<file path="src/rtl/spi_cmd_decoder_if.sv">
// Bus bundle between the SPI word source, the command decoder and the framebuffer write port.
interface spi_cmd_decoder_if #(
    parameter int unsigned ADDR_W = 17
);
    logic [23:0]       i_mosi_data;
    logic              i_mosi_en_pls;
    logic [ADDR_W-1:0] o_wr_addr;
    logic [15:0]       o_wr_data;
    logic              o_wr_valid;
    logic              i_wr_ready;
    logic              o_busy;
    logic              o_ovf;
    logic              o_bad_cmd;

    // Word source / framebuffer side (drives received words and ready).
    modport master (
        output i_mosi_data, i_mosi_en_pls, i_wr_ready,
        input  o_wr_addr, o_wr_data, o_wr_valid, o_busy, o_ovf, o_bad_cmd
    );

    // Decoder side.
    modport slave (
        input  i_mosi_data, i_mosi_en_pls, i_wr_ready,
        output o_wr_addr, o_wr_data, o_wr_valid, o_busy, o_ovf, o_bad_cmd
    );
endinterface

</file>
<file path="src/rtl/spi_cmd_decoder.sv">
// SPI command decoder: buffers 24-bit received words in a small FIFO, decodes
// cursor/colour/pixel opcodes and issues RGB565 framebuffer writes (valid/ready)
// at address y*H_ACTIVE + x with raster auto-increment of the cursor.
// Optional feature: define SPI_CMD_FILL_EN to enable opcode 0x4 FILL (N writes of
// the colour register); otherwise 0x4 is an unknown opcode.
module spi_cmd_decoder #(
    parameter int unsigned H_ACTIVE = 480,
    parameter int unsigned V_ACTIVE = 272,
    parameter int unsigned ADDR_W   = 17,
    parameter int unsigned FIFO_AW  = 3
) (
    input logic              i_clk,
    input logic              i_rst_n,
    spi_cmd_decoder_if.slave bus
);
    localparam int unsigned X_W   = $clog2(H_ACTIVE);
    localparam int unsigned Y_W   = $clog2(V_ACTIVE);
    localparam int unsigned DEPTH = 1 << FIFO_AW;
    localparam int unsigned PTR_W = FIFO_AW + 1;

    localparam logic [3:0] OP_NOP       = 4'h0;
    localparam logic [3:0] OP_SET_X     = 4'h1;
    localparam logic [3:0] OP_SET_Y     = 4'h2;
    localparam logic [3:0] OP_PIXEL     = 4'h3;
    localparam logic [3:0] OP_SET_COLOR = 4'h5;
`ifdef SPI_CMD_FILL_EN
    localparam logic [3:0]  OP_FILL = 4'h4;
    localparam int unsigned CNT_W   = 17;
`endif

    typedef enum logic [1:0] {
        ST_IDLE  = 2'd0,
        ST_WRITE = 2'd1
`ifdef SPI_CMD_FILL_EN
        , ST_FILL = 2'd2
`endif
    } state_t;

    state_t            state, state_n;
    logic [23:0]       fifo_mem [DEPTH];
    logic [PTR_W-1:0]  wr_ptr, rd_ptr, wr_ptr_n, rd_ptr_n;
    logic              fifo_empty, fifo_full, push, pop;
    logic [23:0]       head;
    logic [3:0]        opcode;
    logic [19:0]       payload;
    logic [X_W-1:0]    x, x_n, adv_x;
    logic [Y_W-1:0]    y, y_n, adv_y;
    logic [15:0]       colour, colour_n;
    logic [ADDR_W-1:0] wr_addr, addr_n;
    logic [15:0]       wr_data, data_n;
    logic              wr_valid, valid_n;
    logic              bad, bad_n;
    logic              ovf;
    logic              busy;
    logic              unused_payload;
`ifdef SPI_CMD_FILL_EN
    logic [CNT_W-1:0]  cnt, cnt_n;
`endif

    // Linear framebuffer address of a cursor position.
    function automatic logic [ADDR_W-1:0] lin_addr(input logic [X_W-1:0] cx,
                                                   input logic [Y_W-1:0] cy);
        return ADDR_W'(cy) * ADDR_W'(H_ACTIVE) + ADDR_W'(cx);
    endfunction

    assign fifo_empty = (wr_ptr == rd_ptr);
    assign fifo_full  = (wr_ptr[FIFO_AW] != rd_ptr[FIFO_AW]) &&
                        (wr_ptr[FIFO_AW-1:0] == rd_ptr[FIFO_AW-1:0]);
    assign push       = bus.i_mosi_en_pls && !fifo_full;
    assign wr_ptr_n   = wr_ptr + PTR_W'(push);
    assign rd_ptr_n   = rd_ptr + PTR_W'(pop);
    assign head       = fifo_mem[rd_ptr[FIFO_AW-1:0]];
    assign opcode     = head[23:20];
    assign payload    = head[19:0];
`ifdef SPI_CMD_FILL_EN
    assign unused_payload = ^payload[19:17];
`else
    assign unused_payload = ^payload[19:16];
`endif

    // FIFO storage; words are written only when there is room.
    always_ff @(posedge i_clk) begin
        if (push) begin
            fifo_mem[wr_ptr[FIFO_AW-1:0]] <= bus.i_mosi_data;
        end
    end

    // Raster successor of the current cursor, wrapping to (0,0) after the last pixel.
    always_comb begin
        adv_x = x + X_W'(1);
        adv_y = y;
        if (x == X_W'(H_ACTIVE - 1)) begin
            adv_x = '0;
            adv_y = (y == Y_W'(V_ACTIVE - 1)) ? '0 : y + Y_W'(1);
        end
    end

    // Next-state, decode and write-request logic.
    always_comb begin
        state_n  = state;
        x_n      = x;
        y_n      = y;
        colour_n = colour;
        addr_n   = wr_addr;
        data_n   = wr_data;
        valid_n  = wr_valid;
        bad_n    = bad;
        pop      = 1'b0;
`ifdef SPI_CMD_FILL_EN
        cnt_n    = cnt;
`endif
        case (state)
            ST_IDLE: begin
                if (!fifo_empty) begin
                    pop = 1'b1;
                    case (opcode)
                        OP_NOP: ;
                        OP_SET_X: begin
                            if (32'(payload[8:0]) < H_ACTIVE) x_n = X_W'(payload[8:0]);
                            else bad_n = 1'b1;
                        end
                        OP_SET_Y: begin
                            if (32'(payload[8:0]) < V_ACTIVE) y_n = Y_W'(payload[8:0]);
                            else bad_n = 1'b1;
                        end
                        OP_PIXEL: begin
                            colour_n = payload[15:0];
                            data_n   = payload[15:0];
                            addr_n   = lin_addr(x, y);
                            valid_n  = 1'b1;
                            state_n  = ST_WRITE;
                        end
                        OP_SET_COLOR: colour_n = payload[15:0];
`ifdef SPI_CMD_FILL_EN
                        OP_FILL: begin
                            if (payload[16:0] != '0) begin
                                cnt_n   = payload[16:0];
                                data_n  = colour;
                                addr_n  = lin_addr(x, y);
                                valid_n = 1'b1;
                                state_n = ST_FILL;
                            end
                        end
`endif
                        default: bad_n = 1'b1;
                    endcase
                end
            end
            ST_WRITE: begin
                if (bus.i_wr_ready) begin
                    x_n     = adv_x;
                    y_n     = adv_y;
                    valid_n = 1'b0;
                    state_n = ST_IDLE;
                end
            end
`ifdef SPI_CMD_FILL_EN
            ST_FILL: begin
                if (bus.i_wr_ready) begin
                    x_n   = adv_x;
                    y_n   = adv_y;
                    cnt_n = cnt - CNT_W'(1);
                    if (cnt == CNT_W'(1)) begin
                        valid_n = 1'b0;
                        state_n = ST_IDLE;
                    end else begin
                        addr_n = lin_addr(adv_x, adv_y);
                    end
                end
            end
`endif
            default: state_n = ST_IDLE;
        endcase
    end

    // State, cursor, FIFO pointers and registered outputs.
    always_ff @(posedge i_clk or negedge i_rst_n) begin
        if (!i_rst_n) begin
            state    <= ST_IDLE;
            x        <= '0;
            y        <= '0;
            colour   <= '0;
            wr_addr  <= '0;
            wr_data  <= '0;
            wr_valid <= 1'b0;
            bad      <= 1'b0;
            ovf      <= 1'b0;
            busy     <= 1'b0;
            wr_ptr   <= '0;
            rd_ptr   <= '0;
`ifdef SPI_CMD_FILL_EN
            cnt      <= '0;
`endif
        end else begin
            state    <= state_n;
            x        <= x_n;
            y        <= y_n;
            colour   <= colour_n;
            wr_addr  <= addr_n;
            wr_data  <= data_n;
            wr_valid <= valid_n;
            bad      <= bad_n;
            wr_ptr   <= wr_ptr_n;
            rd_ptr   <= rd_ptr_n;
            busy     <= (wr_ptr_n != rd_ptr_n) || (state_n != ST_IDLE);
            if (bus.i_mosi_en_pls && fifo_full) ovf <= 1'b1;
`ifdef SPI_CMD_FILL_EN
            cnt      <= cnt_n;
`endif
        end
    end

    assign bus.o_wr_addr  = wr_addr;
    assign bus.o_wr_data  = wr_data;
    assign bus.o_wr_valid = wr_valid;
    assign bus.o_busy     = busy;
    assign bus.o_ovf      = ovf;
    assign bus.o_bad_cmd  = bad;
endmodule

</file>
<file path="src/flat_wrapper.sv">
// flat-port wrapper written by rule: the top's interface ports become plain ports
module spi_cmd_decoder_flat 
#(
    parameter int unsigned H_ACTIVE = 480,
    parameter int unsigned V_ACTIVE = 272,
    parameter int unsigned ADDR_W   = 17,
    parameter int unsigned FIFO_AW  = 3
)
  (i_clk, i_rst_n, bus_i_mosi_data, bus_i_mosi_en_pls, bus_i_wr_ready, bus_o_wr_addr, bus_o_wr_data, bus_o_wr_valid, bus_o_busy, bus_o_ovf, bus_o_bad_cmd);
  spi_cmd_decoder_if #(.ADDR_W(ADDR_W)) bus_i ();
  input logic i_clk;
  input logic i_rst_n;
  input wire logic [$bits(bus_i.i_mosi_data)-1:0] bus_i_mosi_data;
  input wire logic [$bits(bus_i.i_mosi_en_pls)-1:0] bus_i_mosi_en_pls;
  input wire logic [$bits(bus_i.i_wr_ready)-1:0] bus_i_wr_ready;
  output wire logic [$bits(bus_i.o_wr_addr)-1:0] bus_o_wr_addr;
  output wire logic [$bits(bus_i.o_wr_data)-1:0] bus_o_wr_data;
  output wire logic [$bits(bus_i.o_wr_valid)-1:0] bus_o_wr_valid;
  output wire logic [$bits(bus_i.o_busy)-1:0] bus_o_busy;
  output wire logic [$bits(bus_i.o_ovf)-1:0] bus_o_ovf;
  output wire logic [$bits(bus_i.o_bad_cmd)-1:0] bus_o_bad_cmd;
  assign bus_i.i_mosi_data = bus_i_mosi_data;
  assign bus_i.i_mosi_en_pls = bus_i_mosi_en_pls;
  assign bus_i.i_wr_ready = bus_i_wr_ready;
  assign bus_o_wr_addr = bus_i.o_wr_addr;
  assign bus_o_wr_data = bus_i.o_wr_data;
  assign bus_o_wr_valid = bus_i.o_wr_valid;
  assign bus_o_busy = bus_i.o_busy;
  assign bus_o_ovf = bus_i.o_ovf;
  assign bus_o_bad_cmd = bus_i.o_bad_cmd;
  spi_cmd_decoder #(.H_ACTIVE(H_ACTIVE), .V_ACTIVE(V_ACTIVE), .ADDR_W(ADDR_W), .FIFO_AW(FIFO_AW)) u_core (.i_clk(i_clk), .i_rst_n(i_rst_n), .bus(bus_i));
endmodule
</file>
<file path="config.mk">
export PLATFORM = sky130hd
export DESIGN_NAME = spi_cmd_decoder_flat
export DESIGN_NICKNAME = d
export VERILOG_FILES = /design/src/rtl/spi_cmd_decoder_if.sv /design/src/rtl/spi_cmd_decoder.sv /design/src/flat_wrapper.sv
export SDC_FILE = /design/constraint.sdc
export NUM_CORES = 1
export LEC_CHECK = 0
export CAP_MARGIN = 25
export CORE_UTILIZATION = 60
export DETAILED_ROUTE_END_ITERATION = 16
export HOLD_SLACK_MARGIN = 0.06
export PLACE_DENSITY = 0.89
export RECOVER_POWER = 50
export SETUP_SLACK_MARGIN = 0.5
export SLEW_MARGIN = 5
export SYNTH_ARGS = -nofsm -noshare
export SYNTH_HDL_FRONTEND = slang
export SYNTH_SLANG_ARGS = --single-unit
</file>
<file path="constraint.sdc">
create_clock -name i_clk -period 9 [get_ports i_clk]
set_clock_uncertainty 0.1 [all_clocks]
set_input_delay 1.35 -clock i_clk [delete_from_list [all_inputs] [get_ports i_clk]]
set_output_delay 1.35 -clock i_clk [all_outputs]
set_load 0.01 [all_outputs]
</file>
After elaboration in Yosys (flattened, before gate mapping)
Memory sizes are Yosys's and may differ from the RTL's.
Index checks and enable logic that the tools add are counted.

word-level totals
  flip-flop bits (word level) = 65
  memory bits (writable) = 192
  memories kept = 1

cells by class
  add/subtract/negate cells = 5
  multiply operators = 1
  magnitude comparators = 2
  equal/unequal tests = 21
  mux-type cells = 28
  bitwise operators = 2
  reduce and logical (&&, ||, !) cells = 15

memories
  memory           depth  width  rd ports  clocked after Yosys merged registers in  wr ports  RTL line               RTL
  u_core.fifo_mem  8      24     1         0                                        1         spi_cmd_decoder.sv:40  logic [23:0] fifo_mem [DEPTH];

operators by type and width
  kind                                                    count
  two-way mux 9 bit                                       11
  one-hot mux 9 bit (2 select lines)                      2
  adder 9 x 1 -> 9 bit (second input constant)            2
  == test 9 bit (second input constant)                   2
  less-than comparator 9 bit (second input constant)      2
  adder 17 x 9 -> 17 bit                                  1
  inequality test 2 bit (second input constant)           7
  multiplier 9 x 4 -> 12 bit (second input constant)      1
  AND reduction 5 bit                                     2
  two-way mux 1 bit                                       9
  adder 4 x 1 -> 4 bit                                    2
  == test 4 x 2 -> 1 bit (second input constant)          2
  two-way mux 2 bit                                       3
  inequality test 2 x 1 -> 1 bit (second input constant)  3
  AND reduction 6 bit                                     1
  == test 4 x 1 -> 1 bit (second input constant)          1
  == test 4 x 3 -> 1 bit (second input constant)          1
  == test 4 bit                                           1
  zero test 4 bit                                         1
  inequality test 4 bit                                   1
  one-hot mux 2 bit (2 select lines)                      1
  AND reduction 4 bit                                     1
  nonzero test 2 bit                                      2
  == test 3 bit                                           1
  other kinds (11)                                        14

Logic depth before layout (Yosys ltp)
  depth after elaboration = 7
  depth in mapped cells = 13
  depth with buffers taken out = 13

Worst setup path after synthesis
Ideal clock, no wire load.

  path type = reg2reg
  start = reg u_core.y[4]
  end = reg u_core.wr_addr[16], in the netlist u_core.bus.o_wr_addr[16]
  data arrival time = 3.843 ns
  slack = 4.962 ns
  cell stages (with the launch flop) = 14
  period minus slack after synthesis = 4.038 ns
  cell sequence = dfrtp_1 > inv_1 > fa_1 > fa_1 > inv_1 > ha_1 > and3_1 > a221o_1 > o41ai_1 > xnor2_1 > nand4_1 > or3_1 > and3_1 > o31ai_1

between the ends
  cells in the longest elaborated chain, start to end = 2

RTL lines
  what                        RTL line                RTL
  start, declared             spi_cmd_decoder.sv:47   logic [Y_W-1:0] y, y_n, adv_y;
  start signal, assigned      spi_cmd_decoder.sv:197  y <= y_n;
  multiplier 9 x 4 -> 12 bit  spi_cmd_decoder.sv:63   return ADDR_W'(cy) * ADDR_W'(H_ACTIVE) + ADDR_W'(cx);
  adder 17 x 9 -> 17 bit      spi_cmd_decoder.sv:63
  end signal, assigned        spi_cmd_decoder.sv:199  wr_addr <= addr_n;
  end, declared               spi_cmd_decoder.sv:49   logic [ADDR_W-1:0] wr_addr, addr_n;

No other way between the ends.
A chain may end at the register's enable or synchronous reset.

Worst setup path after layout
  start = reg u_core.rd_ptr[0]
  end = reg u_core.x[2]

between the ends
  cells in the longest elaborated chain, start to end = 5

RTL lines
  what                                                                         RTL line                RTL
  start, declared                                                              spi_cmd_decoder.sv:41   logic [PTR_W-1:0] wr_ptr, rd_ptr, wr_ptr_n, rd_ptr_n;
  start signal, assigned                                                       spi_cmd_decoder.sv:204  rd_ptr <= rd_ptr_n;
  parallel branches: the longest is 5 deep, another holds memory (8 x 24 bit)  --
  end signal, assigned                                                         spi_cmd_decoder.sv:196  x <= x_n;
  end, declared                                                                spi_cmd_decoder.sv:46   logic [X_W-1:0] x, x_n, adv_x;

Parallel ways; which one is timed is not known. The select of a mux whose other input is x is not followed.

==> results by group <==
Run status
  • Status: finished with violations
  • Violated checks: capacitance limit, slew limit

Clock tree
  • Post-CTS setup buffer count: 0
  • Worst skew pair latency: 0.53 ns
  • Worst-path clk slew: ~0.060 ns
  • Htree depth: 1
  • CTS Hold Bufs: 0
  • Clk root buf: clkbuf_16
  • Sink Count: roughly 230
  • CTS tree: done
  • CTS max path bufs: 3
  • TritonCTS Buffers: 23
  • CTS resizes: 0

Yosys
  • Post-Synthesis Cells: just under 700
  • Register area share after synthesis: 62.2%
  • Main flop type after synthesis: edfxtp_1
  • Netlist cell types: 58
  • Mapped cell area: 10300 sq um
  • Register bit total from synthesis: 225
  • Post-synth ARST share: 28.9%
  • Number of enable flip-flop cells after synthesis: 160
  • Synth Net Count: ~760
  • Syn avg cell area: 15.1 sq um
  • Yosys warning total: 0

Setup path
  • Critical Path Start Type: register
  • Slowest CP cell: clkbuf_1
  • Critical Path AT: 6.13 ns
  • Reg2Reg Launch Point: u_core.rd_ptr[0]
  • Worst-path fanout max: 46
  • Worst Setup SP: u_core.rd_ptr[0]
  • CP cell instances: clkbuf_1 -> xor2_1 -> nor3_1 -> a211oi_1 -> nand4_1 -> o21ai_2 -> o21ai_0 -> a22o_1
  • Req. time, crit path: about 9.3 ns
  • Largest stage delay, worst path: 2.44 ns
  • Worst setup path category: reg -> reg
  • Worst Setup End Kind: register

Power
  • Sw Share: roughly two fifths
  • Leak: 4.55 nW
  • Comb pwr share: about half
  • Register share of total power: 29.4%
  • Internal: 3.20 mW
  • Net Switching: 1.97 mW
  • Maximum VDD drop: 0.000270 V
  • Clock share of power: between 20% and 30%
  • Power Density: 430 nW/um^2

Timing
  • Fmax: 171 MHz
  • Worst slew pin tran: ~3.6 ns
  • RSZ-0062 raised after global routing: false
  • Hold_ws: 0.382 ns
  • Setup TNS: 0 ns
  • Tmin final: 5.83 ns
  • Max-slew headroom: -139%
  • Finish-stage setup viols: 0
  • Period utilization: 64.8%
  • Final-report hold violation count: 0
  • Max-slew violation count: roughly 110
  • Final WS setup: 3.17 ns

Floorplanning
  • Initial Utilization: 61.9%
  • Core Area: around 17000 sq um
  • IO Count: 65
  • Die width: 133 um
  • Site Rows: between 40 and 50
  • DIE AREA: roughly 18000 sq um
  • DIE HEIGHT: 133 um

Layout
  • Area delta synth->final: 16.5%
  • Layout filler cell count: 993
  • Post-route design area: ~12000 sq um
  • Fraction of layout cells with a size suffix above 1: 15.2%
  • Final nets: around 830

Drt
  • DRT antenna net count: 0
  • Vias per inst: 6.35
  • TritonRoute pass-1 iters: 5
  • Remaining DRCs: 0
  • Wirelength per Cell: around 22 um
  • Initial drt markers: between 400 and 500
  • Vias: 6315
  • Final WL: roughly 22000 um

Global routing
  • Largest net degree at the start of global routing: 66
  • Antenna violations before repair: 3
  • Global-route wire length before repair: 35600 um
  • Number of global-route vias before repair: 6686
  • Total GRT Usage: 26.4%
  • GRT overflow: 0

Placed design
  • I/O Buffers: 60
  • Dpl ws: 4.62 ns
  • Final HPWL from detailed placement: 13700 um
  • Area after DPL: between 10000 and 15000 sq um
  • GP Congestion: 0.811

Flow run
  • Max-Cap Viols: 2

Min path
  • Hold Crit Class: reg -> reg
  • Hold wc startpoint: u_core.bus.o_wr_addr[12]
==> power groups by stage <==
stage	registers (mW)	clock network (mW)	logic (mW)
floorplan	1.52	0	1.87
global placement	1.51	0	2.41
detailed placement	1.53	0	2.52
CTS	1.52	1.10	2.56
global route	1.54	1.14	2.82
finish	1.52	1.09	2.57
==> state kept, by name (all words and copies together) (netlist names), 2 cells and up <==
name,count
u_core.wr_ptr,4
u_core.bus.o_wr_addr,17
u_core.fifo_mem,160
u_core.y,9
u_core.rd_ptr,4
u_core.state,2
u_core.bus.o_wr_data,16
u_core.x,9
==> critical path: cells and delay by family (launching register included) <==
family / cells / cell delay [ns]
xor+xnor: 1 / 0.21
simple gates: 2 / 0.53
buf+inv: 1 / 2.44
flops: 1 / 0.34
compound gates: 4 / 2.10
==> placed cells by master, fill, tap and decap left out, types with 6 or more instances in the layout <==
cell / count
inv_1: 37
mux4_2: 41
xor2_1: 10
fa_1: 16
mux2_2: 18
a21oi_1: 15
o21ai_0: 42
o21ai_1: 8
dlygate4sd3_1: 29
nand3_1: 11
buf_4: 11
and3_1: 10
edfxtp_1: 160
xnor2_1: 18
mux2i_1: 15
ha_1: 31
nor3_1: 8
nand2_1: 47
clkbuf_1: 7
a21o_1: 6
clkbuf_16: 23
dfrtp_1: 63
bufinv_16: 7
nor2_1: 25
nand2b_1: 8
clkdlybuf4s50_1: 30
==> final timing paths <==
check | to | slack, ns | depth (start not counted)
max | u_core.x[2] | 3.17 | 8
min | u_core.bus.o_wr_addr[12] | 0.38 | 2
max reg2reg | u_core.x[2] | 3.17 | 8
min reg2reg | u_core.bus.o_wr_addr[12] | 0.38 | 2
max in group asynchronous | u_core.rd_ptr[0] | 4.45 | 2
min in group asynchronous | u_core.bus.o_wr_data[6] | 2.04 | 2
==> final cells by class <==
cell class              count  area (sq um)  share of cell area (%)
diodes                      1          2.50                  0.0208
clock buffers              30           622                    5.16
clock inverters            12           250                    2.08
inverters                  37           139                    1.15
multi-input cells         396          3610                    30.0
flip-flops and latches    225          6430                    53.4
well taps                 220           275                    2.29
repair buffers             74           706                    5.86
==> cells by family (layout without fill, tap and decap cells) <==
kind of cell | count (synthesis) | after routing | synth area share, %
other | 1 | 2 | 0.0363
AOI/OAI and AO/OA | 112 | 112 | 7.00
adders and majority gates | 47 | 47 | 6.85
DFF | 225 | 225 | 62.2
muxes | 74 | 74 | 12.3
buffers and inverters | 63 | 153 | 2.86
and+or+nand+nor | 134 | 134 | 6.31
xor gates and xnor gates | 28 | 28 | 2.37
==> per-layer routing <==
layer | vias to the layer above | track usage, % | share of wire [%]
met3 | 83 | 4.57 | 6.0
li1 | 2746 | - | -
met4 | 4 | 13.4 | 4.0
met1 | 3201 | 31.8 | 37
met2 | 281 | 45.8 | 52
met5 | - | 0 | 0.12
==> stage by stage <==
step / utilization [%] / power, mW / std cells
after floorplan: - / 3.40 / 684
after global placement: 66.8 / 3.92 / 951
after detailed placement: 66.8 / 4.05 / 951
after CTS: 72.1 / 5.18 / 993
after global routing: 72.1 / 5.50 / 995
final: 72.1 / 5.18 / 995
==> synthesized netlist by cell type, drive strengths merged (16+ instances only) <==
| library cell | instances | area share (%) |
|---|---|---|
| edfxtp | 160 | 46 |
| dfrtp | 65 | 16 |
| o21ai | 51 | 2.5 |
| nand2 | 47 | 1.7 |
| mux4 | 41 | 8.9 |
| inv | 37 | 1.3 |
| ha | 31 | 3.8 |
| nor2 | 25 | 0.91 |
| buf | 18 | 1.2 |
| mux2 | 18 | 2.0 |
| xnor2 | 18 | 1.5 |
| fa | 16 | 3.1 |
No activity file was read; power rests on OpenSTA's default activity.
